$ cat config.mk
export PLATFORM = sky130hd
export DESIGN_NAME = lsu_flat
export DESIGN_NICKNAME = d
export VERILOG_FILES = /design/src/rtl/lsu_pkg.sv /design/src/rtl/lsu_if.sv /design/src/rtl/lsu_align.sv /design/src/rtl/lsu.sv /design/src/flat_wrapper.sv
export SDC_FILE = /design/constraint.sdc
export NUM_CORES = 1
export LEC_CHECK = 0
export BUFFER_PORTS_ARGS = -buffer_cell sky130_fd_sc_hd__buf_2
export CORE_UTILIZATION = 45
export DETAILED_ROUTE_END_ITERATION = 8
export PLACE_DENSITY = 0.77
export SETUP_SLACK_MARGIN = 0.15
export SLEW_MARGIN = 20
export SYNTH_ARGS = -nofsm -noshare
export SYNTH_HDL_FRONTEND = slang
export SYNTH_HIERARCHICAL = 1
export SYNTH_SLANG_ARGS = --single-unit
$ cat constraint.sdc
create_clock -name clk -period 2.4 [get_ports clk]
set_input_delay 0.48 -clock clk [delete_from_list [all_inputs] [get_ports clk]]
set_output_delay 0.48 -clock clk [all_outputs]
set_load 0.05 [all_outputs]
$ cat src/rtl/lsu_pkg.sv
// Shared types for the load/store unit: memory access sizes and FSM states.
package lsu_pkg;

   localparam int DATA_WIDTH = 32;

   // 2'b11 is left unencoded and is treated as an invalid access size
   typedef enum logic [1:0] {
      BYTE      = 2'b00,
      HALF_WORD = 2'b01,
      WORD      = 2'b10
   } ram_size_e;

   typedef enum logic [1:0] {
      IDLE,
      BUS_REQ,
      BUS_WAIT,
      RESP
   } lsu_state_e;

endpackage

$ cat src/rtl/lsu_if.sv
// Request/response channel from execute and word-aligned req/gnt/rvalid data RAM bus.
interface lsu_req_if
   import lsu_pkg::*;
#(
   parameter int ADDR_WIDTH = 32
);
   logic                  req_valid_i;
   logic                  req_ready_o;
   logic                  req_we_i;
   logic [ADDR_WIDTH-1:0] req_addr_i;
   logic [DATA_WIDTH-1:0] req_wdata_i;
   logic [1:0]            req_size_i;
   logic                  req_unsigned_i;
   logic                  rsp_valid_o;
   logic [DATA_WIDTH-1:0] rsp_rdata_o;
   logic                  rsp_fault_o;

   modport master (
      output req_valid_i, req_we_i, req_addr_i, req_wdata_i, req_size_i, req_unsigned_i,
      input  req_ready_o, rsp_valid_o, rsp_rdata_o, rsp_fault_o
   );

   modport slave (
      input  req_valid_i, req_we_i, req_addr_i, req_wdata_i, req_size_i, req_unsigned_i,
      output req_ready_o, rsp_valid_o, rsp_rdata_o, rsp_fault_o
   );
endinterface

interface lsu_mem_if
   import lsu_pkg::*;
#(
   parameter int ADDR_WIDTH = 32
);
   logic                  mem_req_o;
   logic                  mem_gnt_i;
   logic                  mem_we_o;
   logic [ADDR_WIDTH-1:0] mem_addr_o;
   logic [3:0]            mem_be_o;
   logic [DATA_WIDTH-1:0] mem_wdata_o;
   logic                  mem_rvalid_i;
   logic [DATA_WIDTH-1:0] mem_rdata_i;

   modport master (
      output mem_req_o, mem_we_o, mem_addr_o, mem_be_o, mem_wdata_o,
      input  mem_gnt_i, mem_rvalid_i, mem_rdata_i
   );

   modport slave (
      input  mem_req_o, mem_we_o, mem_addr_o, mem_be_o, mem_wdata_o,
      output mem_gnt_i, mem_rvalid_i, mem_rdata_i
   );
endinterface

$ cat src/rtl/lsu_align.sv
// Byte-lane placement for stores, load extraction/extension and alignment check.
module lsu_align
   import lsu_pkg::*;
(
   input  logic [1:0]            offset,
   input  logic [1:0]            size,
   input  logic                  zero_ext,
   input  logic [DATA_WIDTH-1:0] wdata,
   input  logic [DATA_WIDTH-1:0] rdata,
   output logic [3:0]            be,
   output logic [DATA_WIDTH-1:0] lane_wdata,
   output logic [DATA_WIDTH-1:0] load_data,
   output logic                  misaligned
);
   logic [DATA_WIDTH-1:0] shifted;

   // NOTE: every output gets a default before the case so no path leaves it unassigned (no latch).
   always_comb begin
      be         = 4'b0000;
      lane_wdata = '0;
      load_data  = '0;
      misaligned = 1'b0;
      shifted    = rdata >> {offset, 3'b000};
      case (size)
         BYTE: begin
            be         = 4'b0001 << offset;
            lane_wdata = {4{wdata[7:0]}};
            load_data  = {{24{shifted[7] & ~zero_ext}}, shifted[7:0]};
         end
         HALF_WORD: begin
            be         = 4'b0011 << offset;
            lane_wdata = {2{wdata[15:0]}};
            load_data  = {{16{shifted[15] & ~zero_ext}}, shifted[15:0]};
            misaligned = offset[0];
         end
         WORD: begin
            be         = 4'b1111;
            lane_wdata = wdata;
            load_data  = shifted;
            misaligned = (offset != 2'b00);
         end
         default: misaligned = 1'b1;
      endcase
   end

endmodule

$ cat src/rtl/lsu.sv
// Load/store unit: one access per handshake onto a req/gnt/rvalid data RAM bus,
// returning the extended load result or a fault (misaligned, invalid size, timeout).
module lsu
   import lsu_pkg::*;
#(
   parameter int ADDR_WIDTH = 32,
   parameter int TIMEOUT    = 16
) (
   input  logic      clk,
   input  logic      rst,
   lsu_req_if.slave  req,
   lsu_mem_if.master mem
);
   localparam int CNT_W = (TIMEOUT > 1) ? $clog2(TIMEOUT) : 1;

   lsu_state_e            state_q, state_d;
   logic                  we_q, uns_q, fault_q;
   logic [1:0]            size_q;
   logic [ADDR_WIDTH-1:0] addr_q;
   logic [DATA_WIDTH-1:0] wdata_q, rdata_q;
   logic [CNT_W-1:0]      cnt_q;

   logic                  is_idle, accept, timed_out, to_fault;
   logic [1:0]            align_offset, align_size;
   logic [3:0]            be;
   logic [DATA_WIDTH-1:0] lane_wdata, load_data;
   logic                  misaligned;

   assign is_idle = (state_q == IDLE);

   // In IDLE the aligner checks the incoming request; afterwards it works on the captured one.
   assign align_offset = is_idle ? req.req_addr_i[1:0] : addr_q[1:0];
   assign align_size   = is_idle ? req.req_size_i      : size_q;

   lsu_align u_align (
      .offset     (align_offset),
      .size       (align_size),
      .zero_ext   (uns_q),
      .wdata      (wdata_q),
      .rdata      (mem.mem_rdata_i),
      .be         (be),
      .lane_wdata (lane_wdata),
      .load_data  (load_data),
      .misaligned (misaligned)
   );

   assign timed_out = (TIMEOUT != 0) && (cnt_q == CNT_W'(TIMEOUT - 1));

   always_comb begin
      state_d  = state_q;
      accept   = 1'b0;
      to_fault = 1'b0;
      case (state_q)
         IDLE: begin
            if (req.req_valid_i) begin
               accept  = 1'b1;
               state_d = misaligned ? RESP : BUS_REQ;
            end
         end
         BUS_REQ: begin
            if (timed_out) begin
               to_fault = 1'b1;
               state_d  = RESP;
            end else if (mem.mem_gnt_i) begin
               state_d = BUS_WAIT;
            end
         end
         BUS_WAIT: begin
            // A response arriving on the last allowed cycle still wins over the timeout
            if (mem.mem_rvalid_i) begin
               state_d = RESP;
            end else if (timed_out) begin
               to_fault = 1'b1;
               state_d  = RESP;
            end
         end
         RESP:    state_d = IDLE;
         default: state_d = IDLE;
      endcase
   end

   // NOTE: sequential state uses non-blocking assignments so every register samples pre-edge values.
   always_ff @(posedge clk) begin
      if (rst) state_q <= IDLE;
      else     state_q <= state_d;
   end

   always_ff @(posedge clk) begin
      if (rst) begin
         we_q    <= 1'b0;
         uns_q   <= 1'b0;
         fault_q <= 1'b0;
         size_q  <= 2'b00;
         addr_q  <= '0;
         wdata_q <= '0;
         rdata_q <= '0;
         cnt_q   <= '0;
      end else begin
         if (accept) begin
            we_q    <= req.req_we_i;
            uns_q   <= req.req_unsigned_i;
            size_q  <= req.req_size_i;
            addr_q  <= req.req_addr_i;
            wdata_q <= req.req_wdata_i;
            fault_q <= misaligned;
            rdata_q <= '0;
         end else if (state_q == BUS_WAIT && mem.mem_rvalid_i) begin
            rdata_q <= we_q ? '0 : load_data;
         end else if (to_fault) begin
            fault_q <= 1'b1;
         end

         if (state_q == BUS_REQ || state_q == BUS_WAIT) cnt_q <= cnt_q + 1'b1;
         else                                           cnt_q <= '0;
      end
   end

   assign req.req_ready_o = is_idle;
   assign req.rsp_valid_o = (state_q == RESP);
   assign req.rsp_rdata_o = rdata_q;
   assign req.rsp_fault_o = fault_q;

   assign mem.mem_req_o   = (state_q == BUS_REQ);
   assign mem.mem_we_o    = we_q;
   assign mem.mem_addr_o  = {addr_q[ADDR_WIDTH-1:2], 2'b00};
   assign mem.mem_be_o    = (state_q == BUS_REQ) ? be : 4'b0000;
   assign mem.mem_wdata_o = lane_wdata;

endmodule
$ cat src/flat_wrapper.sv
// flat-port wrapper written by rule: the top's interface ports become plain ports
module lsu_flat import lsu_pkg::*;
#(
   parameter int ADDR_WIDTH = 32,
   parameter int TIMEOUT    = 16
)
  (clk, rst, req_req_valid_i, req_req_we_i, req_req_addr_i, req_req_wdata_i, req_req_size_i, req_req_unsigned_i, req_req_ready_o, req_rsp_valid_o, req_rsp_rdata_o, req_rsp_fault_o, mem_mem_req_o, mem_mem_we_o, mem_mem_addr_o, mem_mem_be_o, mem_mem_wdata_o, mem_mem_gnt_i, mem_mem_rvalid_i, mem_mem_rdata_i);
  lsu_req_if #(.ADDR_WIDTH(ADDR_WIDTH)) req_i ();
  lsu_mem_if #(.ADDR_WIDTH(ADDR_WIDTH)) mem_i ();
  input  logic clk;
  input  logic rst;
  input wire logic [$bits(req_i.req_valid_i)-1:0] req_req_valid_i;
  input wire logic [$bits(req_i.req_we_i)-1:0] req_req_we_i;
  input wire logic [$bits(req_i.req_addr_i)-1:0] req_req_addr_i;
  input wire logic [$bits(req_i.req_wdata_i)-1:0] req_req_wdata_i;
  input wire logic [$bits(req_i.req_size_i)-1:0] req_req_size_i;
  input wire logic [$bits(req_i.req_unsigned_i)-1:0] req_req_unsigned_i;
  output wire logic [$bits(req_i.req_ready_o)-1:0] req_req_ready_o;
  output wire logic [$bits(req_i.rsp_valid_o)-1:0] req_rsp_valid_o;
  output wire logic [$bits(req_i.rsp_rdata_o)-1:0] req_rsp_rdata_o;
  output wire logic [$bits(req_i.rsp_fault_o)-1:0] req_rsp_fault_o;
  output wire logic [$bits(mem_i.mem_req_o)-1:0] mem_mem_req_o;
  output wire logic [$bits(mem_i.mem_we_o)-1:0] mem_mem_we_o;
  output wire logic [$bits(mem_i.mem_addr_o)-1:0] mem_mem_addr_o;
  output wire logic [$bits(mem_i.mem_be_o)-1:0] mem_mem_be_o;
  output wire logic [$bits(mem_i.mem_wdata_o)-1:0] mem_mem_wdata_o;
  input wire logic [$bits(mem_i.mem_gnt_i)-1:0] mem_mem_gnt_i;
  input wire logic [$bits(mem_i.mem_rvalid_i)-1:0] mem_mem_rvalid_i;
  input wire logic [$bits(mem_i.mem_rdata_i)-1:0] mem_mem_rdata_i;
  assign req_i.req_valid_i = req_req_valid_i;
  assign req_i.req_we_i = req_req_we_i;
  assign req_i.req_addr_i = req_req_addr_i;
  assign req_i.req_wdata_i = req_req_wdata_i;
  assign req_i.req_size_i = req_req_size_i;
  assign req_i.req_unsigned_i = req_req_unsigned_i;
  assign req_req_ready_o = req_i.req_ready_o;
  assign req_rsp_valid_o = req_i.rsp_valid_o;
  assign req_rsp_rdata_o = req_i.rsp_rdata_o;
  assign req_rsp_fault_o = req_i.rsp_fault_o;
  assign mem_mem_req_o = mem_i.mem_req_o;
  assign mem_mem_we_o = mem_i.mem_we_o;
  assign mem_mem_addr_o = mem_i.mem_addr_o;
  assign mem_mem_be_o = mem_i.mem_be_o;
  assign mem_mem_wdata_o = mem_i.mem_wdata_o;
  assign mem_i.mem_gnt_i = mem_mem_gnt_i;
  assign mem_i.mem_rvalid_i = mem_mem_rvalid_i;
  assign mem_i.mem_rdata_i = mem_mem_rdata_i;
  lsu #(.ADDR_WIDTH(ADDR_WIDTH), .TIMEOUT(TIMEOUT)) u_core (.clk(clk), .rst(rst), .req(req_i), .mem(mem_i));
endmodule
; Word-level counts from Yosys, hierarchy flattened
; Index checks and enable logic that the tools add are counted.
[totals]
reg_bits = 107
latchBits = 0
ram_bits = 0
romBits = 0
inputBits = 105
out_inout_bits = 105
elab_cells = 60
memories = 0
[op_classes]
addsub = 1
mul = 0
n_div = 0
n_lt_le_gt_ge = 0
n_eq_ne = 10
n_shift = 3
n_mux = 23
bitwise_logic = 4
n_reduce_logical = 10
[ops]
columns = op, count
row1 = $pmux W32 S3, 2
row2 = $mux W32, 1
row3 = $shr A32 B5 Y32, 1
row4 = $mux W2, 8
row5 = $pmux W4 S3, 1
row6 = $pmux W2 S4, 1
row7 = $mux W1, 7
row8 = $eq A2 B2 Y1 const B, 3
row9 = $add A4 B1 Y4 const B, 1
row10 = $eq A2 B1 Y1 const B, 2
row11 = $eq A4 B4 Y1 const B, 1
row12 = $logic_not A2 Y1, 2
row13 = $mux W4, 1
row14 = $reduce_bool A2 Y1, 2
row15 = $reduce_or A2 Y1, 2
row16 = $shl A1 B2 Y4 const A, 1
row17 = $shl A2 B2 Y4 const A, 1
row18 = $ne A3 B1 Y1 const B, 1
row19 = $ne A3 B2 Y1 const B, 1
row20 = $pmux W1 S3, 1
row21 = $reduce_and A3 Y1, 1
row22 = $and A1 B1 Y1, 2
row23 = $ne A2 B1 Y1 const B, 1
row24 = $ne A2 B2 Y1 const B, 1
row25 = other kinds (5), 6

; Longest topological paths before layout
; Gate-level depths: netlist of the first run.
[logic_depth]
word_depth = 7
mapped_depth = 13
mapped_depth_nobuf = 10

; Hierarchy
; Netlist of the first run, hierarchy kept.
[modules_own_cells]
columns = module, n_inst, cells_each, area_per_inst_um2, seq_area_each_um2
row1 = lsu, 1, 525, 4270.3, 2142.1
row2 = lsu_align, 1, 189, 1167.4, 0.0

; Worst setup path before layout of the first run
; No wires, ideal clock.
[synth_path]
path_type = register to output
from = register u_core.state_q[0]
to = output mem_mem_wdata_o[16]
arrival_ns = 3.013
required_time_ns = 1.920
slack_ns = -1.093
path_stages_with_launch = 8
n_path_buf = 3
path_cell_list = dfxtp_1 inv_1 ha_1 buf_4 mux2_2 clkbuf_1 clkbuf_1 o21ai_0
[synth_via]
elab_chain_len = 4
word_cells_on_any_way = 6
cone_classes = eq/ne: 2 / mux: 2 / reduce/logical: 2
[synth_rtl]
columns = element, line_no
row1 = "start, declared", lsu.sv:16  ; lsu_state_e state_q, state_d;
row2 = "start signal, assigned", lsu.sv:85  ; else state_q <= state_d;
row3 = $logic_not A2 Y1 (*), lsu.sv:29  ; assign is_idle = (state_q == IDLE);
row4 = net req_req_ready_o, flat_wrapper.sv:18  ; output wire logic [$bits(req_i.req_ready_o)-1:0] req_req_ready_o;
row5 = $mux W2 (*), lsu.sv:33  ; assign align_size = is_idle ? req.req_size_i : size_q;
row6 = net u_core.align_size[1], lsu.sv:24  ; logic [1:0] align_offset, align_size;
row7 = "$eq A2 B2 Y1, or another cell as far along", lsu_align.sv:24  ; case (size)
row8 = $pmux W32 S3 (*), lsu_align.sv:24
row9 = "end, declared", flat_wrapper.sv:26  ; output wire logic [$bits(mem_i.mem_wdata_o)-1:0] mem_mem_wdata_o;
; The timed path passes the listed nets; every way through them passes the cells marked *.

; Worst setup path in the final report of the first run
[layout_path]
from = register u_core.state_q[1]
to = output mem_mem_be_o[2]
[layout_via]
elab_chain_len = 5
word_cells_on_any_way = 11
cone_classes = eq/ne: 3 / shift: 2 / mux: 4 / reduce/logical: 2
[layout_rtl]
columns = element, line_no
row1 = $logic_not A2 Y1 (*), lsu.sv:29
row2 = $mux W2 (*), lsu.sv:32  ; assign align_offset = is_idle ? req.req_addr_i[1:0] : addr_q[1:0];
row3 = net u_core.align_offset[0], lsu.sv:24
row4 = $shl A2 B2 Y4 or $shl A1 B2 Y4 (tied branches), "lsu_align.sv:31, lsu_align.sv:26"
row5 = $pmux W4 S3 (*), lsu_align.sv:24
row6 = net u_core.be[2], lsu.sv:25  ; logic [3:0] be;
row7 = $mux W4 (*), lsu.sv:126  ; assign mem.mem_be_o = (state_q == BUS_REQ) ? be : 4'b0000;
row8 = "end, declared", flat_wrapper.sv:25  ; output wire logic [$bits(mem_i.mem_be_o)-1:0] mem_mem_be_o;
; Marks and branches as above.

==> results of run 1 <==
## cell type report
| cell class | instances | area (sq um) |
|---|---|---|
| fill | 868 | 3597 |
| multi-input combinational | 506 | 3517 |
| sequential | 107 | 2145 |
| timing repair buffer | 256 | 1836 |
| clock buffer | 12 | 256.5 |
| tap | 143 | 178.9 |
| inverter | 13 | 51.30 |
| clock inverter | 4 | 32.53 |
## state kept, by name (all words and copies together) (netlist names)
name / cells
u_core/addr_q: 32
u_core/cnt_q: 4
u_core/mem.mem_we_o: 1
u_core/req.rsp_fault_o: 1
u_core/req.rsp_rdata_o: 32
u_core/size_q: 2
u_core/state_q: 2
u_core/uns_q: 1
u_core/wdata_q: 32
## cell usage after synthesis (2+ instances only)
cell / count
nand2_1: 170
a211oi_1: 15
ha_1: 6
nor3_1: 4
nand2b_1: 5
mux2i_1: 21
mux2_2: 11
o21ai_1: 2
buf_6: 4
nor2_1: 58
nor2b_1: 9
xnor2_1: 2
a21o_1: 16
nor3b_1: 33
buf_4: 38
dfxtp_1: 107
o21ai_0: 19
inv_1: 13
and2_1: 6
buf_2: 17
clkbuf_1: 30
a22oi_1: 6
nand3_1: 2
a21oi_1: 105
a311oi_1: 3
## critical path, cell delays in order (launching register included)
cell and delay, ns:
dfxtp_2 0.34, inv_2 0.05, ha_4 0.19, mux2_4 0.23, buf_6 0.12, nand2_2 0.06, mux2_4 0.30, o21ai_4 0.18
and2_4 0.17, buf_8 0.13
## power by group
part / internal, W / switching [W]
clock network: 0.000771 / 0.000682
logic: 0.00241 / 0.00347
registers: 0.00205 / 0.000191
## repair_timing
item,CTS,global route
endpoints found under the setup margin,60,68
gates resized for setup,116,83
pin swaps,9,21
buffers inserted,17,4
cloned,1,3
hold buffers,0,0
## worst min-delay path by stage
stage	from	endpoint	cells after the start
after floorplan	u_core/cnt_q[0]$_SDFF_PP0_	u_core/cnt_q[0]$_SDFF_PP0_	1
after global placement	u_core/cnt_q[0]$_SDFF_PP0_	u_core/cnt_q[0]$_SDFF_PP0_	1
after detailed placement	u_core/cnt_q[0]$_SDFF_PP0_	u_core/cnt_q[0]$_SDFF_PP0_	1
after CTS	req_req_wdata_i[11]	u_core/wdata_q[11]$_SDFFE_PP0P_	3
after global routing	req_req_addr_i[2]	u_core/addr_q[2]$_SDFFE_PP0P_	3
final	req_req_addr_i[11]	u_core/addr_q[11]$_SDFFE_PP0P_	3
## per-layer routing
| metal | GRT usage [%] | vias to the layer above | wire length [um] |
|---|---|---|---|
| li1 | - | 2710 | - |
| met1 | 32.64 | 2617 | 7318 |
| met2 | 41.66 | 251 | 8301 |
| met3 | 6.587 | 41 | 1201 |
| met4 | 9.459 | 0 | 570 |
| met5 | 0 | - | 0 |
## logic make-up after synthesis
kind of cell	count (synthesis)	share of synthesized area, %
adders and majority gates	6	1.381
AOI/OAI and AO/OA	171	17.92
xor gates and xnor gates	3	0.4833
muxes	33	6.420
DFF	107	39.39
and+or+nand+nor	291	23.72
other	1	0.06896
buffers and inverters	102	10.61
## stage by stage
step | total power (W) | hold WS [ns] | instance area, sq um | util, %
after floorplan | 0.006038 | 0.4176 | 5876 | -
after global placement | 0.006712 | 0.4321 | 6733 | 57.97
after detailed placement | 0.006752 | 0.4385 | 6733 | 57.97
after CTS | 0.008861 | 0.3473 | 7559 | 65.08
after global routing | 0.01001 | 0.3510 | 8016 | 69.03
final | 0.009563 | 0.3543 | 8016 | 69.03
==> results.json, run 1 <==
{
  "status": "complete, but fails checks",
  "leakage_nw": 3.434,
  "timing.rr.start": "u_core/state_q[1]$_SDFFE_PP0P_",
  "die_height_um": 111.9,
  "final_common_cell": "buf_2",
  "nNetsFinal": 1004,
  "worstPathArrival_ns": 2.14,
  "synthFlopType": "dfxtp_1",
  "fmax_mhz": 382.4,
  "core_area_sq_um": 11610,
  "viasPerCell": 5.398,
  "finalCritPeriodShare_pct": 109.0,
  "ys_ff_latch": 107,
  "drc": 9,
  "period_minus_slack_ns": 2.615,
  "layout_setup_ws_ns": -0.2153,
  "reg2regPathDepth": 13,
  "io_pins": 210,
  "netlist_top_cells_area": "dfxtp_1 39%, nand2_1 12%, a21oi_1 9.7%",
  "clkSlewWorstSetupHoldPaths_ns": 0.07,
  "regToRegSetupSlack_ns": -0.12,
  "slew_viol_final": 0,
  "cts_tree": "yes",
  "grt_usage_pct": 25.62,
  "synth_enable_flop_cells": 0,
  "peakVddDrop_v": 0.0005937,
  "cts_buffers": 9,
  "ys_types": 37,
  "rr_endpoint": "u_core/req.rsp_rdata_o[22]$_SDFFE_PP0N_",
  "yosysTopAreaCell": "dfxtp_1",
  "async_reset_ff_share_pct": 0,
  "mostFrequentLayoutCells": "171 x buf_2, 151 x nand2_1, 105 x dfxtp_1",
  "hp-class": "in -> reg",
  "clk_path_buf_depth": 2,
  "dp_slack_ns": -0.1293,
  "worstPathRequired_ns": 1.92,
  "drive_gt1_share_pct": 46.99,
  "worstSetupEndpoint": "mem_mem_be_o[2]",
  "cap_violations": 0,
  "skew_ns": 0.005017,
  "powerDensity_nw_per_um2": 1193,
  "drt-initial-drc-count": 471,
  "startpoint_type": "flop",
  "dr.pass1.iters": 8,
  "worstSetupPathType": "reg -> out",
  "grt_pass1_vias": 5162,
  "ant_nets": 0,
  "hold_viol": 0,
  "routedWlPerCell_um": 16.71,
  "critPathLaunch": "u_core/state_q[1]$_SDFFE_PP0P_",
  "num_rows": 39,
  "antennaDiodeCount": 0,
  "violations": "design-rule violations, negative setup slack",
  "vias": 5619,
  "grt_max_degree": 64,
  "fin_cells": 1041,
  "avgSynthCellArea_sq_um": 7.616,
  "start_util_pct": 46.82,
  "die_w_um": 111.9,
  "tightest_slew_ns": 0.5634,
  "setup_violations": 59,
  "cts.htree.levels": 3,
  "root_buffer": "clkbuf_16",
  "grt_pass1_wl_um": 25520,
  "globalplace.congestion": 0.8816,
  "grt_overflow": 0,
  "syn_area_sq_um": 5438,
  "path_max_fanout": 5,
  "synth_top_area_share_pct": 39.39,
  "routed_wl_um": 17390,
  "dp_cells": 1000,
  "synthCells": 714,
  "area_delta_synth_final_pct": 47.42,
  "clk_latency_ns": 0.35,
  "worstSetupEndpointType": "output port",
  "die-area_sq_um": 12530,
  "seq_area_frac_synth_pct": 39.39,
  "antenna_found_initial": 0,
  "rsz0062_at_grt": "true",
  "slew_headroom_pct": 62.31,
  "ys_warn_count": 6,
  "clock_sinks": 107,
  "port_buffers": 207,
  "fin_setup_tns_ns": -6.703,
  "dp_hpwl_um": 10830
}
Power figures use the tool's default switching activity.
==> run 2: changes to the inputs <==
--- a/config.mk
+++ b/config.mk
@@ -9,6 +9,7 @@
 export CORE_UTILIZATION = 45
 export DETAILED_ROUTE_END_ITERATION = 8
 export PLACE_DENSITY = 0.77
+export REMOVE_ABC_BUFFERS = 1
 export SETUP_SLACK_MARGIN = 0.15
 export SLEW_MARGIN = 20
 export SYNTH_ARGS = -nofsm -noshare
==> run 2 against run 1 <==
  * The flow still finishes with violations (design-rule violations, negative setup slack)
  * Sequential cell count unchanged
  * Combinational power down 6.0%
  * Via count down 3.2%
  * First-iteration DRC count down 30%
  * Worst hold slack worse by 0.0036 ns
==> results.json, run 2 (synthesis results as in run 1) <==
{
  "grt_pass1_wl_um": 25560,
  "die-area_sq_um": 12530,
  "peakVddDrop_v": 0.0007549,
  "clk_latency_ns": 0.36,
  "rr_endpoint": "u_core/req.rsp_rdata_o[15]$_SDFFE_PP0N_",
  "drive_gt1_share_pct": 42.59,
  "fin_cells": 1040,
  "period_minus_slack_ns": 2.550,
  "die_w_um": 111.9,
  "dp_hpwl_um": 10570,
  "port_buffers": 207,
  "grt_usage_pct": 25.70,
  "final_common_cell": "buf_2",
  "leakage_nw": 3.440,
  "start_util_pct": 46.82,
  "slew_viol_final": 0,
  "skew_ns": 0.008941,
  "crit_path_frequent_cell": "mux2_4",
  "drc": 14,
  "drt-initial-drc-count": 330,
  "hold_viol": 0,
  "rsz0062_at_grt": "true",
  "dp_cells": 1011,
  "highest_layer": "met4",
  "viasPerCell": 5.231,
  "worstSetupPathType": "reg -> out",
  "crit_chain": "inv_2, ha_4, buf_6, mux2_4, mux2_4, o21ai_2, and2_4, buf_8",
  "antennaDiodeCount": 0,
  "vias": 5440,
  "mostFrequentLayoutCells": "171 x buf_2, 157 x nand2_1, 105 x dfxtp_1",
  "powerDensity_nw_per_um2": 1206,
  "hp-class": "in -> reg",
  "antenna_found_initial": 0,
  "hold_start": "req_req_wdata_i[24]",
  "core_area_sq_um": 11610,
  "cts_buffers": 9,
  "clkSlewWorstSetupHoldPaths_ns": 0.08,
  "slowest_delay_ns": 0.34,
  "nNetsFinal": 1004,
  "grt_max_degree": 66,
  "p_total_w": 0.009259,
  "clk_path_buf_depth": 2,
  "fmax_mhz": 392.2,
  "timing.rr.start": "u_core/state_q[1]$_SDFFE_PP0P_",
  "startpoint_type": "flop",
  "cts.htree.levels": 3,
  "route.met3.wl_um": 1193,
  "routedWlPerCell_um": 15.56,
  "cp_slowest_cell": "dfxtp_2",
  "dp_slack_ns": -0.1003,
  "cts_tree": "yes",
  "globalplace.congestion": 0.8187,
  "grt_pass1_vias": 5433,
  "worstPathArrival_ns": 2.07,
  "violations": "design-rule violations, negative setup slack",
  "tightest_slew_ns": 0.5566,
  "critPathLaunch": "u_core/state_q[0]$_SDFFE_PP0P_",
  "die_height_um": 111.9,
  "regToRegSetupSlack_ns": -0.13,
  "reg2regPathDepth": 11,
  "io_pins": 210,
  "root_buffer": "clkbuf_16",
  "met2_length_um": 8116,
  "slew_headroom_pct": 62.89,
  "cap_violations": 0,
  "worstSetupEndpointType": "output port",
  "path_max_fanout": 4,
  "placed_cell_area_sq_um": 6470,
  "ant_nets": 0,
  "post-route-util_pct": 66.12,
  "worstPathRequired_ns": 1.92,
  "status": "complete, but fails checks",
  "m1WireLength_um": 6558,
  "area_delta_synth_final_pct": 41.21,
  "worstSetupEndpoint": "mem_mem_be_o[2]",
  "setup_violations": 55,
  "design_area_sq_um": 7679,
  "grt_overflow": 0,
  "routed_wl_um": 16180,
  "dr.pass1.iters": 7,
  "finalCritPeriodShare_pct": 106.2,
  "layout_setup_ws_ns": -0.1500,
  "clock_sinks": 107,
  "num_rows": 39,
  "cts_hold_buf": 0
}
-- run 2: cell types whose count changed in the layout (fill, tap and decap cells not counted), moves of 5 or more --
cell      previous run  this run
buf_8                9         4
a21o_4              16         0
mux2i_4             11         2
buf_6               33        41
mux2i_1              4        15
a211oi_1             5        15
a211oi_2            10         0
nand2_2             20        14
a21o_1               0        16
nand2_1            151       157
o21ai_2              5        16
o21ai_4              8         0
-- run 2: worst min-delay path by stage --
stage                                                  to  slack [ns]  cells after the start
after detailed placement       u_core/cnt_q[0]$_SDFF_PP0_        0.44                      1
after global placement         u_core/cnt_q[0]$_SDFF_PP0_        0.43                      1
after floorplan                u_core/cnt_q[0]$_SDFF_PP0_        0.42                      1
after CTS                  u_core/addr_q[26]$_SDFFE_PP0P_        0.34                      3
after global routing       u_core/addr_q[26]$_SDFFE_PP0P_        0.34                      3
final                     u_core/wdata_q[24]$_SDFFE_PP0P_        0.35                      3
-- run 2: what timing repair did --
item | CTS | global route
pin swaps | 14 | 8
setup buffers | 8 | 5
setup endpoints to repair | 60 | 61
gates resized for setup | 171 | 58
gates cloned | 1 | 0
-- run 2: routing by layer --
| layer | vias up | GRT usage, % |
|---|---|---|
| met5 | - | 0 |
| met4 | 0 | 11.08 |
| met3 | 23 | 8.002 |
| met2 | 195 | 45.63 |
| met1 | 2516 | 28.11 |
| li1 | 2706 | - |
-- run 2: through the flow --
| step | hold WS (ns) | TNS, ns |
|---|---|---|
| 5_1_grt | 0.3415 | -10.58 |
| 3_3_place_gp | 0.4310 | -0.1394 |
| 6_report | 0.3507 | -4.081 |
| 2_1_floorplan | 0.4176 | -74.12 |
| 3_5_place_dp | 0.4380 | -0.7162 |
| 4_1_cts | 0.3354 | -3.796 |
-- run 2: where the power goes --
part / internal (W) / switching, W
combinational: 0.00225 / 0.00327
sequential: 0.00205 / 0.000163
clock: 0.000838 / 0.000689
total: 0.00513 / 0.00413
-- run 2: layout make-up --
cell class | count | area, sq um
clock buffer | 10 | 239.0
clock inverter | 5 | 62.56
fill | 934 | 3935
inverter | 13 | 51.30
multi-input combinational | 506 | 3192
sequential | 107 | 2145
tap | 143 | 178.9
timing repair buffer | 256 | 1810
-- run 2: critical path, delay by kind of cell, from the launching register on --
| family | cells | cell delay, ns |
|---|---|---|
| flops | 1 | 0.34 |
| mux | 2 | 0.64 |
| simple gates | 1 | 0.15 |
| fa+ha+maj | 1 | 0.17 |
| buf+inv | 3 | 0.31 |
| compound gates | 1 | 0.11 |
